===== config.mk =====
export PLATFORM = sky130hd
export DESIGN_NAME = bomb_placer
export DESIGN_NICKNAME = d
export VERILOG_FILES = /design/src/rtl/game_pkg.sv /design/src/rtl/neighbor_counter.sv /design/src/rtl/bomb_placer.sv
export SDC_FILE = /design/constraint.sdc
export NUM_CORES = 1
export LEC_CHECK = 0
export CAP_MARGIN = 25
export CORE_ASPECT_RATIO = 1.5
export CORE_UTILIZATION = 62
export CTS_CLUSTER_SIZE = 24
export DETAILED_ROUTE_END_ITERATION = 7
export DONT_BUFFER_PORTS = 1
export GPL_TIMING_DRIVEN = 1
export HOLD_SLACK_MARGIN = 0.08
export PLACE_DENSITY_LB_ADDON = 0.12
export SETUP_SLACK_MARGIN = 0.1
export SLEW_MARGIN = 20
export SYNTH_ARGS = -nofsm -noshare
export SYNTH_HDL_FRONTEND = slang
export SYNTH_SLANG_ARGS = --single-unit

===== constraint.sdc =====
create_clock -name clk -period 13.1 [get_ports clk]
set_input_delay 1.31 -clock clk [delete_from_list [all_inputs] [get_ports clk]]
set_output_delay 1.31 -clock clk [all_outputs]
set_load 0.02 [all_outputs]

===== src/rtl/game_pkg.sv =====
// Shared minesweeper types: coordinates, board map, placer states and cell helpers.
package game_pkg;

  localparam int unsigned GRID_DIM = 8;
  localparam int unsigned COORD_W  = 3;
  localparam int unsigned CELL_W   = 6;

  typedef logic [COORD_W-1:0] coord_t;
  typedef logic [63:0]        board_t;

  typedef enum logic [1:0] {
    IDLE = 2'd0,
    FILL = 2'd1,
    DONE = 2'd2
  } placer_state_t;

  // Flat board index of a cell: row*8 + col.
  function automatic logic [CELL_W-1:0] cell_idx(input coord_t row, input coord_t col);
    return {row, col};
  endfunction

  function automatic logic in_grid(input int v);
    return (v >= 0) && (v < int'(GRID_DIM));
  endfunction

endpackage


===== src/rtl/neighbor_counter.sv =====
// Combinational count of bombs in the in-grid 8-neighbourhood of one cell.
module neighbor_counter
  import game_pkg::*;
(
  input  board_t      board,
  input  coord_t      row,
  input  coord_t      col,
  output logic [3:0]  count
);

  always_comb begin
    count = '0;
    for (int dr = -1; dr <= 1; dr++) begin
      for (int dc = -1; dc <= 1; dc++) begin
        if ((dr != 0 || dc != 0) && in_grid(int'(row) + dr) && in_grid(int'(col) + dc))
          count = count + 4'(board[cell_idx(COORD_W'(int'(row) + dr), COORD_W'(int'(col) + dc))]);
      end
    end
  end

endmodule


===== src/rtl/bomb_placer.sv =====
// Places N_BOMBS distinct bombs from a coordinate stream, skipping duplicates and the safe cell.
module bomb_placer
  import game_pkg::*;
#(
  parameter int unsigned N_BOMBS = 10
) (
  input  logic              clk,
  input  logic              reset,
  input  logic              start,
  input  coord_t            safe_row,
  input  coord_t            safe_col,
  input  logic              coord_valid,
  input  coord_t            coord_row,
  input  coord_t            coord_col,
  output logic              coord_ready,
  output board_t            board,
  output logic [CELL_W-1:0] bomb_count,
  output logic [7:0]        reject_count,
  output logic              busy,
  output logic              done,
  input  coord_t            query_row,
  input  coord_t            query_col,
  output logic              query_bomb,
  output logic [3:0]        query_adj
);

  localparam logic [CELL_W-1:0] LAST_COUNT = CELL_W'(N_BOMBS);

  placer_state_t     state;
  logic [CELL_W-1:0] safe_idx;
  logic [CELL_W-1:0] idx;
  logic [CELL_W-1:0] next_count;

  assign idx        = cell_idx(coord_row, coord_col);
  assign next_count = bomb_count + CELL_W'(1);

  // Fill FSM; coord_ready/busy/done are registered alongside the state.
  always_ff @(posedge clk or negedge reset) begin
    if (!reset) begin
      state        <= IDLE;
      safe_idx     <= '0;
      board        <= '0;
      bomb_count   <= '0;
      reject_count <= '0;
      coord_ready  <= 1'b0;
      busy         <= 1'b0;
      done         <= 1'b0;
    end else begin
      case (state)
        IDLE, DONE: begin
          if (start) begin
            state        <= FILL;
            safe_idx     <= cell_idx(safe_row, safe_col);
            board        <= '0;
            bomb_count   <= '0;
            reject_count <= '0;
            coord_ready  <= 1'b1;
            busy         <= 1'b1;
            done         <= 1'b0;
          end
        end
        FILL: begin
          if (coord_valid) begin
            if (board[idx] || (idx == safe_idx)) begin
              if (reject_count != 8'hFF) reject_count <= reject_count + 8'd1;
            end else begin
              board[idx] <= 1'b1;
              bomb_count <= next_count;
              if (next_count == LAST_COUNT) begin
                state       <= DONE;
                coord_ready <= 1'b0;
                busy        <= 1'b0;
                done        <= 1'b1;
              end
            end
          end
        end
        default: begin
          state       <= IDLE;
          coord_ready <= 1'b0;
          busy        <= 1'b0;
          done        <= 1'b0;
        end
      endcase
    end
  end

  assign query_bomb = board[cell_idx(query_row, query_col)];

  neighbor_counter u_adj (
    .board (board),
    .row   (query_row),
    .col   (query_col),
    .count (query_adj)
  );

endmodule


After elaboration in Yosys (flattened, before gate mapping)
Cells that the tools add are included.
- add/subtract/negate cells: 13
- reduce and logical (&&, ||, !) cells: 23
- equality and inequality tests: 11
- magnitude comparators: 23
- bitwise gates (word level): 1
- muxes and demuxes: 58
- operators by type and width (kind ; count):
    two-way mux 64 bit ; 3
    one-hot mux 64 bit (2 select lines) ; 1
    >= comparator 32 x 1 -> 1 bit (second input constant) ; 3
    < comparator 32 x 5 -> 1 bit (second input constant) ; 3
    < comparator 6 x 7 -> 1 bit (second input constant) ; 10
    bitwise OR 64 bit ; 1
    binary-select mux 1 bit (select 6 bit) ; 10
    two-way mux 8 bit ; 4
    adder 4 x 1 -> 4 bit ; 7
    two-way mux 4 bit ; 7
    two-way mux 1 bit ; 20
    two-way mux 6 bit ; 3
    one-hot mux 8 bit (2 select lines) ; 1
    logical AND 1 bit ; 15
    != test 2 bit (second input constant) ; 6
    one-hot mux 6 bit (2 select lines) ; 1
    adder 4 x 1 -> 5 bit (second input constant) ; 2
    adder 3 x 1 -> 4 bit (second input constant) ; 2
    adder 8 x 1 -> 8 bit (second input constant) ; 1
    < comparator 3 x 4 -> 1 bit (second input constant) ; 2
    two-way mux 2 bit ; 4
    != test 8 bit (second input constant) ; 1
    AND reduction 4 bit ; 2
    adder 6 x 1 -> 6 bit (second input constant) ; 1
    17 further kinds ; 19
- word-level logic and storage cells: 136
- register bits after elaboration: 88
- output and inout bits: 86
- input port bits: 22

Depth between registers and ports, before layout
- depth after elaboration: 19
- gate-level depth with buffers: 35
- depth with buffers taken out: 30

By module
Synthesis repeated with hierarchy kept, for this count alone.
- cells, all modules: 750
- area total of the unflattened synthesis: 7597.3 sq um
- modules (own cells, without submodules) (module ; sequential area each (sq um) ; times used ; area each (sq um) ; cells an instance):
    bomb_placer ; 2177.1 ; 1 ; 4958.5 ; 483
    neighbor_counter ; 0.0 ; 1 ; 2638.8 ; 267

Worst setup path before layout
No wires, ideal clock.
- kind: input to output
- start point: input query_col[0]
- end point: output query_adj[3]
- path buffers: 6
- required time: 11790 ps
- arrival: 8692 ps
- cell stages on the path: 31
- path slack: 3098 ps
- cells stage by stage: clkbuf_1 > buf_2 > buf_1 > buf_2 > inv_1 > ha_1 > clkbuf_1 > buf_1 > mux4_2 > mux2i_1 > mux4_2 > and3_1 > ha_1 > and2_1 > ha_1 > mux2i_1 > nor3_1 > ha_1 > mux2_2 > ha_1 > mux2_2 > ha_1 > mux2_2 > ha_1 > mux2_2 > ha_1 > nand4_1 > inv_1 > mux2_2 > a211oi_1 > xnor2_1
- cells in the longest elaborated chain, start to end: 19
- elaborated cells on any way between the ends: 50
- those cells by class: add/sub (9); order compare (6); mux (24); reduce/logical (11)
- ends and longest elaborated chain (element ; RTL line ; RTL):
    start, declared ; bomb_placer.sv:22 ; input coord_t query_col,
    adder 4 x 1 -> 5 bit ; neighbor_counter.sv:15 ; if ((dr != 0 || dc != 0) && in_grid(int'(row) + dr) && in_grid(int'(col) + dc))
    >= comparator 32 x 1 -> 1 bit or < comparator 32 x 5 -> 1 bit (tied branches) ; game_pkg.sv:23 ; return (v >= 0) && (v < int'(GRID_DIM));
    logical AND 1 bit ; game_pkg.sv:23 ;
    logical AND 1 bit ; neighbor_counter.sv:15 ;
    two-way mux 1 bit ; neighbor_counter.sv:15 ;
    adder 4 x 1 -> 4 bit ; neighbor_counter.sv:16 ; count = count + 4'(board[cell_idx(COORD_W'(int'(row) + dr), COORD_W'(int'(col) + dc))]);
    two-way mux 4 bit ; neighbor_counter.sv:15 ;
    adder 4 x 1 -> 4 bit ; neighbor_counter.sv:16 ;
    [... 3 more ...] ; -- ;
    adder 4 x 1 -> 4 bit ; neighbor_counter.sv:16 ;
    two-way mux 4 bit ; neighbor_counter.sv:15 ;
    adder 4 x 1 -> 4 bit ; neighbor_counter.sv:16 ;
    two-way mux 4 bit ; neighbor_counter.sv:15 ;
    adder 4 x 1 -> 4 bit ; neighbor_counter.sv:16 ;
    two-way mux 4 bit ; neighbor_counter.sv:15 ;
    adder 4 x 1 -> 4 bit ; neighbor_counter.sv:16 ;
    two-way mux 4 bit (*) ; neighbor_counter.sv:15 ;
    end, declared ; bomb_placer.sv:24 ; output logic [3:0] query_adj
Every way passes the cells marked *; elsewhere a longest branch is shown, timed or not. The select of a mux whose other input is x is not followed.

Worst setup path after layout
Same ends and word-level chain as after synthesis.

==> results.txt <==
max-cap viol count -> 0
most frequent cells in the layout -> nand2_1 (132), dfrtp_1 (87), o21ai_0 (51)
Ys Warns -> 0
Synth cell types -> 66
hold buffers post-CTS -> 0
met2 WL -> 10400 um
largest net degree at the start of global routing -> 88
Final Wtd Congestion -> 0.899
Req. time, crit path -> 11790 ps
first-pass GRT wire length -> 30400 um
final worst slack -> 3870 ps
PwrDens -> 155 nW/um2
RSZ-0062 raised after global routing -> false
Post-Route WL -> 19700 um
Rel. slew slack -> 47.4%
initial cell density of the core -> 63.6%
Final setup viols -> 0
remaining global-route overflow -> 0
area share of the largest cell type after synthesis -> 32.5%
hold slack -> 502 ps
Met3 Routed Length -> 1460 um
initial antenna violation count -> 0
Tcrit/Tclk final -> 70.5%
CTS sink count -> 87
Routed WL per cell -> 24.6 um
Peak VDD IR -> 0.000160 V
Pre-antenna DRT Iters -> 5
asr flop ratio synth -> 100%
worst hold path class -> flip-flop to flip-flop
Slew Limit Fails -> 0
antenna viol nets, final -> 0
Clock Path Buffers -> 2
Storage cell area -> 2180 um2
DR DRC count -> 0
wire length on met1 -> 6700 um
critical path fanouts, max -> 52
Power, Total -> 1.09 mW
IO Port Bufs -> 0
root buf cell -> clkbuf_16
WS Path Type -> input pin to output pin
core area -> 10500 um2
Syn Inst Count -> 687
Final Hold Fails -> 0
number of flops mapped to enable cells by yosys -> 0
Detailed Route Iter0 Violations -> 527
cell type with the largest total area after synthesis -> dfrtp_1
outcome -> complete, no violations
Final Util -> 66.6%
Post-Place Setup Slack -> 3860 ps
Cell Area, Synth -> 6700 um2
cts bufs inserted -> 9
drt via density -> 7.18
Syn Area/Cell -> 9.75 um2
Setup crit end kind -> output pin
P_leak -> 3.04 nW
nets -> 696
worst skew pair latency -> 340 ps
total track usage -> 36.4%
via count -> 5750
Die X -> 86.9 um
crit-path most repeated cell -> ha_1
predominant post-synthesis flop cell -> dfrtp_1
Final Skew -> 8.01 ps
fill count -> 836
uppermost routed layer -> met4
layout cells sized above 1 -> 16.6%
Crit path largest cell delay -> 750 ps
worst slew pin tran -> 790 ps
hpwl dp -> 14500 um
Clk pin slew, worst setup/hold paths -> 60 ps
CTS resizes -> 0
# IOs -> 108
most common cell after layout, fill and taps aside -> nand2_1
WP data arrival -> 7920 ps
Multi-input gate area -> 4240 um2
fmax -> 108 MHz
Synth Register Bits -> 87
minimum clock period -> 9230 ps
Synth area leaders -> dfrtp_1 (32%), mux4_2 (16%), mux2i_1 (7.5%), nand2_1 (7.4%), ha_1 (4.1%)
Rows -> 46
Setup TNS -> 0 ps
area delta synth->final -> 4.78%
sequential area share after synthesis -> 32.5%
syn_nets -> 731
die area -> 11200 um2
die height -> 129 um
Ant. Diodes -> 0
Critical-path top delay cell -> ha_1
vias in the first global route -> 5674
H-tree depth -> 3
CTS tree -> done
# Post-CTS Setup Buffers -> 0
crit start category -> input pin
==> worst max-delay path, delay by kind of cell <==
family          cells  cell delay, ps
xor+xnor            1             290
fa+ha+maj           8            2560
compound gates      2             360
mux                 8            2460
buf+inv             2             100
simple gates        5             790
==> path summary, 6_finish.rpt <==
kind	slack [ps]	depth (start not counted)	startpoint	end
setup / recovery	3870	26	query_col[0]	query_adj[3]
hold / removal	500	2	safe_idx[4]	safe_idx[4]
setup reg to reg	9810	8	board[31]	busy
hold reg to reg	500	2	safe_idx[4]	safe_idx[4]
max in group asynchronous	12310	0	reset	board[23]
min in group asynchronous	660	0	reset	board[63]
==> registers in the layout, summed over array words and instances (netlist names) <==
register	flops
board	64
reject_count	8
bomb_count	6
safe_idx	6
busy	1
done	1
state	1
==> power breakdown <==
part           switching (mW)  total (mW)  internal, mW
sequential              0.148       0.470         0.323
combinational           0.184       0.339         0.155
clock                   0.105       0.277         0.172
==> area by class of cell <==
type	instances	share of cell area (%)
Multi-Input combinational cell	534	60.5
Sequential cell	87	31.0
Clock buffer	11	3.46
Tap cell	144	2.57
Clock inverter	5	1.16
Inverter	15	0.802
Timing Repair Buffer	5	0.535
==> routing by layer <==
metal	GRT usage [%]	vias up
li1	-	2503
met2	62.7	280
met5	0	-
met3	9.43	82
met4	23.3	0
met1	39.4	2885
==> Yosys cell counts (5+ instances only) <==
master / n
ha_1: 22
mux2_2: 18
nand2_1: 132
buf_2: 14
clkbuf_1: 29
nor2_1: 23
nand3_1: 23
o21ai_0: 51
inv_1: 13
dfrtp_1: 87
and3_1: 6
nand4_1: 9
mux4_2: 49
o211ai_1: 5
nand2b_1: 5
a21oi_1: 15
mux2i_1: 50
o21ai_1: 16
xor2_1: 11
o21ai_2: 8
nor2b_1: 6
nor3_1: 10
==> cell families after synthesis <==
family | share of synthesized area [%]
DFF | 32.5
AOI/OAI and AO/OA | 12.8
and+or+nand+nor | 16.7
buffers and inverters | 4.18
xor gates and xnor gates | 1.96
muxes | 27.7
adders and majority gates | 4.11
==> per-stage QoR <==
step                      instance area, um2  std cells
after floorplan                         6700        687
after global placement                  6700        785
after detailed placement                6700        785
after CTS                               7020        801
after global routing                    7020        801
final                                   7020        801
Power figures use the tool's default switching activity.
